===== config.mk =====
export PLATFORM = sky130hd
export DESIGN_NAME = traffic_light
export DESIGN_NICKNAME = d
export VERILOG_FILES = /design/src/rtl/traffic_light.sv
export SDC_FILE = /design/constraint.sdc
export NUM_CORES = 1
export LEC_CHECK = 0
export CAP_MARGIN = 20
export CELL_PAD_IN_SITES_DETAIL_PLACEMENT = 0
export CELL_PAD_IN_SITES_GLOBAL_PLACEMENT = 1
export CORE_AREA = 10 10 47 49
export CTS_BUF_LIST = sky130_fd_sc_hd__clkbuf_16
export CTS_CLUSTER_SIZE = 40
export DETAILED_ROUTE_END_ITERATION = 8
export DIE_AREA = 0 0 57 59
export PLACE_DENSITY = 0.7
export SLEW_MARGIN = 25
export SYNTH_ARGS = -nofsm -noshare
export SYNTH_HDL_FRONTEND = slang
export SYNTH_SLANG_ARGS = --single-unit

===== constraint.sdc =====
create_clock -name clk -period 2.33 [get_ports clk]
set_clock_uncertainty 0.2 [all_clocks]
set_input_delay 0.699 -clock clk [delete_from_list [all_inputs] [get_ports clk]]
set_output_delay 0.699 -clock clk [all_outputs]
set_load 0.005 [all_outputs]

===== src/rtl/traffic_light.sv =====
// traffic_light: two-way intersection Moore FSM (NS green/yellow, EW green/yellow)
// whose phases advance on an external one-cycle tick enable.
module traffic_light #(
    parameter int NS_G_TICKS = 5,
    parameter int NS_Y_TICKS = 2,
    parameter int EW_G_TICKS = 5,
    parameter int EW_Y_TICKS = 2
) (
    input  logic clk,
    input  logic rst,
    input  logic tick,
    output logic ns_g,
    output logic ns_y,
    output logic ns_r,
    output logic ew_g,
    output logic ew_y,
    output logic ew_r
);
    localparam int MAX_NS = NS_G_TICKS > NS_Y_TICKS ? NS_G_TICKS : NS_Y_TICKS;
    localparam int MAX_EW = EW_G_TICKS > EW_Y_TICKS ? EW_G_TICKS : EW_Y_TICKS;
    localparam int MAX_TICKS = MAX_NS > MAX_EW ? MAX_NS : MAX_EW;
    localparam int CNT_W = $clog2(MAX_TICKS) + 1;

    typedef enum logic [1:0] {S_NS_G, S_NS_Y, S_EW_G, S_EW_Y} state_t;

    state_t state, state_n;
    logic [CNT_W-1:0] cnt, cnt_n, last;

    always_comb begin
        last = state == S_NS_G ? CNT_W'(NS_G_TICKS - 1) :
               state == S_NS_Y ? CNT_W'(NS_Y_TICKS - 1) :
               state == S_EW_G ? CNT_W'(EW_G_TICKS - 1) : CNT_W'(EW_Y_TICKS - 1);
        state_n = state;
        cnt_n = cnt;
        if (tick) begin
            if (cnt == last) begin
                cnt_n = '0;
                case (state)
                    S_NS_G:  state_n = S_NS_Y;
                    S_NS_Y:  state_n = S_EW_G;
                    S_EW_G:  state_n = S_EW_Y;
                    S_EW_Y:  state_n = S_NS_G;
                    default: state_n = S_NS_G;
                endcase
            end else begin
                cnt_n = cnt + 1'b1;
            end
        end
    end

    always_ff @(posedge clk) begin
        if (!rst) begin
            state <= S_NS_G;
            cnt <= '0;
        end else begin
            state <= state_n;
            cnt <= cnt_n;
        end
    end

    assign ns_g = state == S_NS_G;
    assign ns_y = state == S_NS_Y;
    assign ns_r = state == S_EW_G || state == S_EW_Y;
    assign ew_g = state == S_EW_G;
    assign ew_y = state == S_EW_Y;
    assign ew_r = state == S_NS_G || state == S_NS_Y;
endmodule


==> results of run 1 <==
## layer usage
layer  GRT usage [%]  up-vias  routed length, um
li1                -      171                  -
met4            4.03        0                 21
met5               0        -                  0
met3            3.00        2                 97
met2            7.29       11                340
met1            5.40      135                320
## registers in the layout, indices dropped and copies added (netlist names)
name / flops
cnt: 4
state: 2
## worst max-delay path: cells and delay by family, from the launching register on
kind,cells,cell delay (ps)
buffers and inverters,2,340
DFF,1,320
and+or+nand+nor,1,270
adders and majority gates,1,190
## cell type report
type                    count  area share (%)
repair buffers             12            19.2
multi-input cells          32            41.6
inverters                   2            1.29
clock buffers               3            12.9
flip-flops and latches      6            21.6
well taps                  16            3.45
## power by group through the flow
stage / clock [mW] / sequential (mW) / combinational (mW)
2_1_floorplan: 0 / 0.115 / 0.0228
3_3_place_gp: 0 / 0.116 / 0.0385
3_5_place_dp: 0 / 0.116 / 0.0395
4_1_cts: 0.284 / 0.114 / 0.0386
5_1_grt: 0.288 / 0.114 / 0.0437
6_report: 0.278 / 0.113 / 0.0378
## worst max-delay path by stage
stage / endpoint / cells after the start / slack [ps]
finish: ew_r / 4 / 80
global route: ns_r / 4 / 20
CTS: ew_r / 4 / 6
detailed placement: ew_r / 4 / 20
global placement: ew_r / 4 / 40
floorplan: ew_r / 3 / 410
## stage by stage
| stage | std cells | hold WS [ps] | cell area [um^2] | total power, mW |
|---|---|---|---|---|
| finish | 71 | 293 | 581 | 0.429 |
| floorplan | 40 | 280 | 369 | 0.137 |
| global placement | 68 | 288 | 499 | 0.154 |
| detailed placement | 68 | 307 | 499 | 0.155 |
| CTS | 71 | 299 | 576 | 0.437 |
| global route | 71 | 319 | 581 | 0.446 |
## placed cells by master (no fill, tap or decap)
cell             instances
xnor2_1                  1
buf_4                    4
nor2_1                   6
o21ai_1                  1
a21boi_1                 1
dlygate4sd2_1            1
clkbuf_16                3
o31ai_1                  2
xor2_1                   2
clkdlybuf4s15_1          2
inv_2                    1
dfxtp_2                  1
mux2i_1                  2
dfxtp_1                  4
nand2_1                  2
clkdlybuf4s50_1          4
o211ai_1                 1
nand4_2                  1
nand4_1                  1
or2_2                    2
nor3_1                   1
ha_1                     6
dlymetal6s2s_1           1
dfxtp_4                  1
o21a_1                   1
inv_1                    1
o21ai_0                  1
or3_1                    1
## cell families after synthesis
family,after synthesis
flip-flops,6
adder cells (fa/ha/maj),6
XOR/XNOR,3
multiplexers,2
AND/OR/NAND/NOR,14
buffers and inverters,2
AO/OA/AOI/OAI,7
==> metrics.txt, run 1 <==
status=complete, no violations; Synth cell types=19; CP max stage delay=320 ps; register area=125 um^2; synth top area cells=dfxtp_1, ha_1, nor2_1; CP startpoint kind=register; TritonCTS clock tree=built; FF-to-FF setup slack=470 ps; Hold WC Path Type=reg2reg; worst-margin pin slew=306 ps; syn_nets=49; top_reg_cell synth=dfxtp_1; Yosys warnings=0; max-slew violations=0; Fmax=444 MHz; WL per Instance=11.0 um; Post-CTS Resized=7; Clock Sinks=6; simple logic cell fraction of the synthesized area=19.7%; hold_buf cts=0; Worst Hold Path EP=state[0]; WHS Path Cells=2; CP Max Fanout=4; Post-Syn Instances=40; Root Driver=clkbuf_16; mux cell area share after synthesis=5.42%; RSZ-0062 raised after global routing=false; grt ovf=0; CP max-delay cell=dfxtp_2; Final Hold Viols=0; DR vias=319; largest family of logic cells by synthesized area=adder cells; fin crit share=96.6%; Fillers=144; Port Buffers=8; Synth Area in Compound Gates=12.9%; mean post-synth cell area=9.23 um^2; Flop pwr share=26.4%; DR iter-0 viols=0; # DRC=0; Critical Path AT=1350 ps; Req. time, crit path=1430 ps; Die ar.=3360 um^2; clk slew on worst S/H paths=30 ps; core area=1400 um^2; DR vias/cell=4.49; H-tree Lvls=1; n_diodes=0; Setup WS pre-CTS=19.0 ps; post-route worst setup slack=79.7 ps; Worst-Skew Late Latency=230 ps; DR pass1 iterations=1; proportion of layout cells with a drive suffix above 1=23.6%; Routed Antenna Nets=0; Die X=57 um; CP Class=reg2out; Post-synth top cells=dfxtp_1, ha_1, nor2_1; reg2reg path depth=7; sequential-to-total area share from yosys stat=32.5%; final worst path period need=2250 ps; PD cells=739 nW/um^2; Post-synth ARST share=0%; CTS Buffer Depth=2; FP Rows=14; crit path capture type=primary output; setup TNS=0 ps; Post-Synth Adder-Cell Area=20.3%; post-synthesis register bit count=6; crit path cell chain=buf_4 > ha_1 > or2_2 > clkdlybuf4s15_1; initial core utilization=26.3%; reg-to-reg startpoint=state[1]; global-route wire length before repair=1360 um; Area Growth Syn to Fin=57.3%; Synth Area in XOR/XNOR=7.12%; GP Congestion=0.644; buffer count from post-CTS setup fixing=0; combinational power share=8.8%; leading area contributor after synthesis=dfxtp_1; CTS Buf Count=3; Post-synth EDFFs=0; HPWL after DPL=646 um; reg-to-reg endpoint=cnt[3]; Critical Path Start=state[0]; reported net switching power=81.6 uW; area occupied by multi-input gates=241 um^2; share of the synthesized area in the top cell type=32.5%; initial antenna violation count=0; vias in the first global route=332; clock share of power=64.8%; Rel. slew slack=79.5%; GRT Util Overall=5.12%; switch share=19.0%; Die Y=59 um; Internal=348 uW; worst vdd ir=0.000441 V; io pins=9; Final Net Count=66; Synth Cell Area=369 um^2; final setup violation count=0; # Max-Cap Violations=0; largest net degree at the start of global routing=7; hold path startpoint=state[0]; P_leak=0.257 nW; Total Wirelength=779 um; Finished Core Util=41.4%
Power figures use the tool's default switching activity.
==> inputs of run 2 (changes only) <==
--- a/config.mk
+++ b/config.mk
@@ -8,11 +8,11 @@
 export CAP_MARGIN = 20
 export CELL_PAD_IN_SITES_DETAIL_PLACEMENT = 0
 export CELL_PAD_IN_SITES_GLOBAL_PLACEMENT = 1
-export CORE_AREA = 10 10 47 49
+export CORE_AREA = 2 2 39 41
 export CTS_BUF_LIST = sky130_fd_sc_hd__clkbuf_16
 export CTS_CLUSTER_SIZE = 40
 export DETAILED_ROUTE_END_ITERATION = 8
-export DIE_AREA = 0 0 57 59
+export DIE_AREA = 0 0 41 43
 export PLACE_DENSITY = 0.7
 export SLEW_MARGIN = 25
 export SYNTH_ARGS = -nofsm -noshare
==> run 2 against run 1 <==
Maximum frequency increased by 0.46%. Sequential share of layout area decreased by 0.88 points. First-iteration DRC count grew 4. Die area is 48% lower. Global-route usage is 6.6 points higher. Register-to-register slack about the same. Hold slack gained 14 ps. Final cell count rose by 1.4%. Clock power is essentially flat. Critical path depth did not move. Non-clock buffer count increased by 1.
==> metrics.txt, run 2 (synthesis results as in run 1) <==
crit path cell chain=inv_2 > ha_2 > or2_2 > dlygate4sd2_1 (was buf_4 > ha_1 > or2_2 > clkdlybuf4s15_1); CTS Buf Count=3 (unchanged); largest net degree at the start of global routing=7 (unchanged); WP buf/inv=2 (unchanged); Req. time, crit path=1430 ps (about the same); clk slew on worst S/H paths=40 ps (was 30 ps); Fillers=142 (was 144); TritonCTS clock tree=built (unchanged); Critical Path AT=1340 ps (was 1350 ps); DR iter-0 viols=4 (was 0); Total Wirelength=734 um (was 779 um); CP Class=reg2out (unchanged); HPWL after DPL=538 um (was 646 um); WL per Instance=10.2 um (was 11.0 um); final setup violation count=0 (unchanged); max reg flops=4 (unchanged); Clock Sinks=6 (unchanged); RSZ-0062 raised after global routing=false (unchanged); DR pass1 iterations=2 (was 1); fin crit share=96.1% (was 96.6%); Fmax=446 MHz (was 444 MHz); CTS Buffer Depth=2 (unchanged); GP Congestion=0.706 (was 0.644); Area Growth Syn to Fin=60.7% (was 57.3%); DR vias=330 (was 319); CP startpoint kind=register (unchanged); commonest cells after routing, fill and taps aside=nor2_1, buf_4, ha_1, dfxtp_1, clkdlybuf4s50_1 (was nor2_1, ha_1, dfxtp_1, clkdlybuf4s50_1, buf_4); top flop regs=cnt x4, state x2 (unchanged); core area=1380 um^2 (was 1400 um^2); CP max stage delay=350 ps (was 320 ps); Port Buffers=8 (unchanged); setup TNS=0 ps (unchanged); Setup WS pre-CTS=9.52 ps (was 19.0 ps); grt ovf=0 (unchanged); hold_ws=307 ps (was 293 ps); post-route worst setup slack=90.0 ps (was 79.7 ps); commonest non-fill, non-tap cell in the layout=nor2_1; Rel. slew slack=77.1% (was 79.5%); worst vdd ir=0.000645 V (was 0.000441 V); Die Y=43 um (was 59 um); Hold WC Path Type=reg2reg (unchanged); Final Net Count=67 (was 66); Routed Antenna Nets=0 (unchanged); P_leak=0.260 nW (was 0.257 nW); FP Rows=14 (unchanged); crit-path leading delay family=flip-flops (was buffers and inverters); initial core utilization=26.7% (was 26.3%); proportion of layout cells with a drive suffix above 1=28.6% (was 23.6%); final worst path period need=2240 ps (was 2250 ps); crit path capture type=primary output (unchanged); vias in the first global route=318 (was 332); Die X=41 um (was 57 um); Die ar.=1760 um^2 (was 3360 um^2); Finished Core Util=42.9% (was 41.4%); io pins=9 (unchanged); global-route wire length before repair=1300 um (was 1360 um); CP max-delay cell=dfxtp_2 (unchanged); H-tree Lvls=1 (unchanged); status=complete, no violations (unchanged); GRT Util Overall=11.7% (was 5.12%); DR vias/cell=4.58 (was 4.49); hold_buf cts=0 (unchanged); initial antenna violation count=0 (unchanged); Worst-Skew Late Latency=230 ps (about the same); n_diodes=0 (unchanged); # Max-Cap Violations=0 (unchanged); Top reg by flops=cnt (unchanged); CP Max Fanout=4 (unchanged); worst-margin pin slew=341 ps (was 306 ps); Final Hold Viols=0 (unchanged); max-slew violations=0 (unchanged); Root Driver=clkbuf_16 (unchanged); PD cells=723 nW/um^2 (was 739 nW/um^2); # DRC=0 (unchanged)
run 2: through the flow:
step	cells	total power, mW	cell area (um^2)
floorplan	40	0.137	369
finish	72	0.429	593
global placement	67	0.153	492
detailed placement	67	0.154	492
CTS	72	0.438	584
global route	72	0.449	593
run 2: worst register-to-register path: cells and delay by family (launching register included):
kind	cells	cell delay, ps
AOI/OAI and AO/OA	2	540
adders and majority gates	1	180
buffers and inverters	2	190
DFF	1	350
and+or+nand+nor	2	270
run 2: layer usage:
layer  up-vias  part of all wire (%)  track usage [%]
met3         2                   3.8             4.71
li1        173                     -                -
met1       147                    48             13.3
met4         0                   3.7             10.0
met2         8                    44             15.9
met5         -                     0                0
run 2: final cells by class:
class	count	area, um^2	area share [%]
Clock buffer	3	75.1	12.7
Inverter	2	7.51	1.27
Multi-Input combinational cell	32	246	41.6
Sequential cell	6	123	20.7
Tap cell	16	20.0	3.38
Timing Repair Buffer	13	121	20.5
run 2: power by group:
group	total [mW]	internal (mW)	leakage, nW	switching (mW)
clock	0.276	0.220	0.0370	0.0563
combinational	0.0381	0.0201	0.173	0.0180
sequential	0.114	0.109	0.0498	0.00576
run 2: worst paths after layout:
check                               from  endpoint  slack, ps  cells after the start
worst max-delay path            state[0]      ew_r         90                      4
worst min-delay path              cnt[3]    cnt[3]        310                      2
worst max register to register  state[0]    cnt[2]        470                      7
worst min register to register    cnt[3]    cnt[3]        310                      2
run 2: repair_timing:
item | 4_1_cts | 5_1_grt
resized for setup | 6 | 4
cloned | 0 | 0
setup buffers | 2 | 0
pin swaps | 0 | 0
setup endpoints to repair | 4 | 4
==> RTL change 1: new RTL, settings of run 2 <==
The 4 states of `state_t` get a one-hot encoding in 4 bits.
--- a/src/rtl/traffic_light.sv
+++ b/src/rtl/traffic_light.sv
@@ -23,3 +23,3 @@
 
-    typedef enum logic [1:0] {S_NS_G, S_NS_Y, S_EW_G, S_EW_Y} state_t;
+    typedef enum logic [3:0] {S_NS_G = 4'b0001, S_NS_Y = 4'b0010, S_EW_G = 4'b0100, S_EW_Y = 4'b1000} state_t;
 
Function: same outputs for any inputs over 10 cycles, from zero or initial values and one cycle with rst low; not proved beyond that.
==> RTL change 1 against run 2 <==
Highest routed layer is now met3. Sequential share of layout area increased by 0.44 points. Setup slack improved by 0.069 ns. Count of clock-buffer cells in the layout unchanged. Sequential power increased by 28%. Die area unchanged. Core utilization increased by 15 points. Final area increased by 36%. Wire length increased by 52%. Sequential cell count increased by 2. Power increased by 9.3%. Largest power group unchanged. Area after synthesis increased by 42%. Cell count increased by 25%.
==> RTL change 1: results (changes against run 2) <==
- Status: finished clean
- Initial antenna violation count: 0 (unchanged)
- First DRT Iteration DRCs: 8 (+4)
- Placed cells: 85 (+27%)
- Post-synthesis sequential area ratio: 30.5% (-2.0 points)
- Clock root cell: clkbuf_16
- # diodes: 0 (unchanged)
- Detailed-router iteration count before antenna repair: 4 (+2)
- Clock Path Buffers: 2 (unchanged)
- Post-synth EDFFs: 0 (unchanged)
- HP Class: reg -> reg
- Syn Inst Count: 57 (+43%)
- Top cells by area, synth: dfxtp_1, nor4b_2, xnor2_1
- Async set or reset register ratio after synthesis: 0% (unchanged)
- # port buffers: 8 (unchanged)
- CTS H-tree lvls: 1 (unchanged)
- Leak Pwr: 0.334 nW (+29%)
- Largest net degree at the start of global routing: 7 (unchanged)
- Synth cell count leaders: dfxtp_1, nor2_1, nand2_1, nor2b_1
- RePlAce Congestion: 0.680 (-3.6%)
- Skew-Pair Late Insertion Delay: 0.23 ns (about the same)
- VDD IR-drop max: 0.625 mV (-3.0%)
- Final #Nets: 80 (+19%)
- Slowest cell on the critical path: dfxtp_4
- Netlist cell types: 30 (+11)
- Synth warn: 0 (unchanged)
- Max incr delay on CP: 0.37 ns (+0.02 ns)
- Crit Path Max Fanout: 5 (+1)
- Layout cells sized above 1: 37.8% (+9.3 points)
- Drt drc: 0 (unchanged)
- Area after DPL: 662 µm² (+35%)
- Top Registers: cnt: 4 flops, state: 4 flops
- Worst slew margin: 78.0% (+0.94 points)
- Crit path DAT: 1.27 ns (-0.07 ns)
- Placed wire-length estimate: 843 µm (+57%)
- First-pass GRT wire length: 1880 µm (+45%)
- Total GRT Usage: 15.4% (+3.8 points)
- Flop2flop setup slack: 0.72 ns (+0.25 ns)
- DR vias: 472 (+43%)
- DR WL/cell: 12.4 µm (+21%)
- Net count after synthesis: 61 (+24%)
- Clock Pin Slew Worst Setup and Hold Paths: 0.03 ns
- Via density: 5.24 (+14%)
- Number of global-route vias before repair: 464 (+46%)
- Num CTS Buffers: 3 (unchanged)
- Hold slack: 0.385 ns (+0.0785 ns)
==> RTL change 1: stage by stage <==
step | setup slack (ns) | util (%)
2_1_floorplan | 0.416 | -
3_3_place_gp | 0.0284 | 47.8
3_5_place_dp | -0.00618 | 47.8
4_1_cts | -0.101 | 57.1
5_1_grt | 0.0859 | 58.2
6_report | 0.159 | 58.2
==> RTL change 1: cell families after synthesis <==
family | Yosys count | synth area share (%)
adders and majority gates | 1 | 2.39
AOI/OAI and AO/OA | 7 | 11.7
and+or+nand+nor | 30 | 37.2
muxes | 2 | 4.06
buffers and inverters | 4 | 4.30
xor gates and xnor gates | 5 | 9.79
DFF | 8 | 30.5
==> RTL change 1: routing by layer <==
metal	track usage (%)	up-vias	wire, µm
met4	4.00	0	0
met3	4.71	0	41
met2	27.5	11	619
li1	-	238	-
met1	16.3	223	453
met5	0	-	0
==> RTL change 1: layout make-up <==
type	count	area, µm²
timing repair buffer	18	155
multi-input combinational	45	385
tap	16	20.0
clock buffer	3	75.1
sequential	8	170
fill	135	578
==> RTL change 1: power breakdown <==
group          total, mW  leakage, nW  switching (mW)  internal, mW
registers          0.146       0.0666         0.00666         0.140
logic             0.0420        0.231          0.0191        0.0229
clock network      0.280       0.0370          0.0597         0.221
==> RTL change 1: worst paths after layout <==
path,start,end,cells after the start
hold reg to reg,cnt[2],cnt[2],2
setup reg to reg,state[2],state[0],5
setup / recovery,state[3],ns_r,3
hold / removal,cnt[2],cnt[2],2
==> RTL change 1: worst max-delay path, delay by kind of cell, from the launching register on <==
family                 cells  cell delay (ns)
flip-flops                 1             0.37
buffers and inverters      1             0.22
AND/OR/NAND/NOR            2             0.46
==> RTL change 1: repair_timing <==
| action | in CTS | in global routing |
|---|---|---|
| hold buffers | 0 | 0 |
| buffers inserted | 1 | 1 |
| endpoints found under the setup margin | 6 | 2 |
| gates resized for setup | 16 | 3 |
| pin swaps | 2 | 2 |
==> RTL change 2: new RTL, config.mk and constraints of run 2 <==
Made on the original files. Set the parameter `EW_Y_TICKS` to 4 (it was 2).
--- a/src/rtl/traffic_light.sv
+++ b/src/rtl/traffic_light.sv
@@ -6,3 +6,3 @@
     parameter int EW_G_TICKS = 5,
-    parameter int EW_Y_TICKS = 2
+    parameter int EW_Y_TICKS = 4
 ) (
Function: no difference found for any inputs over 10 cycles, from zero or initial values and one cycle with rst low; that may be too few to reach the edited logic, so the function may still have changed.
==> RTL change 2 against run 2 <==
Via count down 7.0%. Setup slack improved by 0.00098 ns. Wire length is 9.0% lower. Register-to-register slack improved by 0.13 ns. Power shrank 3.2%. Sequential cell count did not move. Maximum frequency about the same. Final area shrank 0.42%. Area after synthesis up 5.1%. Largest power group unchanged.
==> RTL change 2: results (changes against run 2) <==
- Status: finished clean
- VDD IR-drop max: 0.544 mV (-16%)
- Initial antenna violation count: 0 (unchanged)
- # Post-CTS Setup Buffers: 0 (-2)
- Skew-Pair Late Insertion Delay: 0.23 ns (about the same)
- Worst slew margin: 86.9% (+9.8 points)
- Clock root cell: clkbuf_16
- Area after DPL: 510 µm² (+3.8%)
- Final std cells w/o fill: 70 (-2.8%)
- Async set or reset register ratio after synthesis: 0% (unchanged)
- HP Class: reg -> reg
- Total GRT Usage: 11.1% (-0.60 points)
- CTS H-tree lvls: 1 (unchanged)
- Num CTS Buffers: 3 (unchanged)
- Final #Nets: 65 (-3.0%)
- Crit Path Max Fanout: 3 (-1)
- # port buffers: 8 (unchanged)
- Netlist cell types: 17 (-2)
- Count of filler cells inserted in the layout: 141 (-0.70%)
- Layout cells sized above 1: 25.9% (-2.6 points)
- Top cells by area, synth: dfxtp_1, ha_1, mux2i_1
- Largest net degree at the start of global routing: 6 (-1)
- DR vias: 307 (-7.0%)
- Post-synthesis sequential area ratio: 31.0% (-1.6 points)
- First-pass GRT wire length: 1100 µm (-15%)
- Clock Path Buffers: 2 (unchanged)
- First DRT Iteration DRCs: 2 (-2)
- Clock Pin Slew Worst Setup and Hold Paths: 0.03 ns
- Net count after synthesis: 49 (unchanged)
- Crit path DAT: 1.34 ns (about the same)
- Average cell area after synthesis: 9.70 µm² (+5.1%)
- Detailed-router iteration count before antenna repair: 3 (+1)
- RePlAce Congestion: 0.678 (-4.0%)
- Leak Pwr: 0.245 nW (-5.6%)
- Number of global-route vias before repair: 270 (-15%)
- Placed cells: 67 (unchanged)
- Post-route minimum period: 2.24 ns (-0.000979 ns)
- Top Registers: cnt: 4 flops, state: 2 flops
- DRT Wirelength: 668 µm (-9.0%)
- Synth cell count leaders: dfxtp_1, ha_1, nand2_1, nor2_1
- Most common flop cell mapped by yosys: dfxtp_1
- Placed wire-length estimate: 508 µm (-5.6%)
- PD cells: 703 mW/mm² (-2.8%)
- Placement Setup Slack: 0.104 ns (+0.0949 ns)
- # diodes: 0 (unchanged)
[RTL change 2: cell count changes after synthesis, moves of 2 or more]
| cell | run 2 | this run |
|---|---|---|
| or2_2 | 2 | 0 |
| o31ai_1 | 2 | 0 |
| nor2_1 | 6 | 4 |
| nand2_1 | 2 | 4 |
| or2_1 | 0 | 2 |
[RTL change 2: final timing paths]
path,endpoint,start,cells past startpoint,slack [ns]
worst min-delay path,state[1],state[1],2,0.30
worst max-delay path,ew_r,state[0],4,0.09
worst max register to register,state[1],state[1],7,0.60
worst min register to register,state[1],state[1],2,0.30
[RTL change 2: per-layer routing]
metal | vias to the layer above | part of all wire [%] | GRT usage [%]
li1 | 161 | - | -
met1 | 132 | 44 | 11.7
met2 | 10 | 41 | 12.8
met3 | 4 | 7.9 | 4.71
met4 | 0 | 7.2 | 16.0
met5 | - | 0 | 0
[RTL change 2: cell type report]
| cell class | instances | share of cell area (%) |
|---|---|---|
| Multi-Input combinational cell | 32 | 44.1 |
| Sequential cell | 6 | 21.2 |
| Timing Repair Buffer | 11 | 17.4 |
| Clock buffer | 3 | 12.7 |
| Tap cell | 16 | 3.39 |
| Inverter | 2 | 1.27 |
[RTL change 2: where the power goes]
group | switching [mW] | internal [mW]
registers | 0.00574 | 0.107
clock network | 0.0549 | 0.220
logic | 0.0117 | 0.0164
[RTL change 2: timing repair]
action,CTS,global route
setup endpoints to repair,3,1
endpoints found under the hold margin,0,0
resized for setup,4,3
[RTL change 2: kinds of logic (layout without fill, tap and decap cells)]
family	count (synthesis)	count (layout)	synth area share, %
XOR/XNOR	5	5	13.2
AO/OA/AOI/OAI	3	3	4.84
AND/OR/NAND/NOR	15	15	21.9
multiplexers	3	3	7.74
buffers and inverters	2	16	1.94
adder cells (fa/ha/maj)	6	6	19.4
flip-flops	6	6	31.0
[RTL change 2: critical path: stages, from the launching register on]
cell and delay, ns:
dfxtp_2 0.32, buf_4 0.14, ha_1 0.20, or2_1 0.19
dlygate4sd2_1 0.26
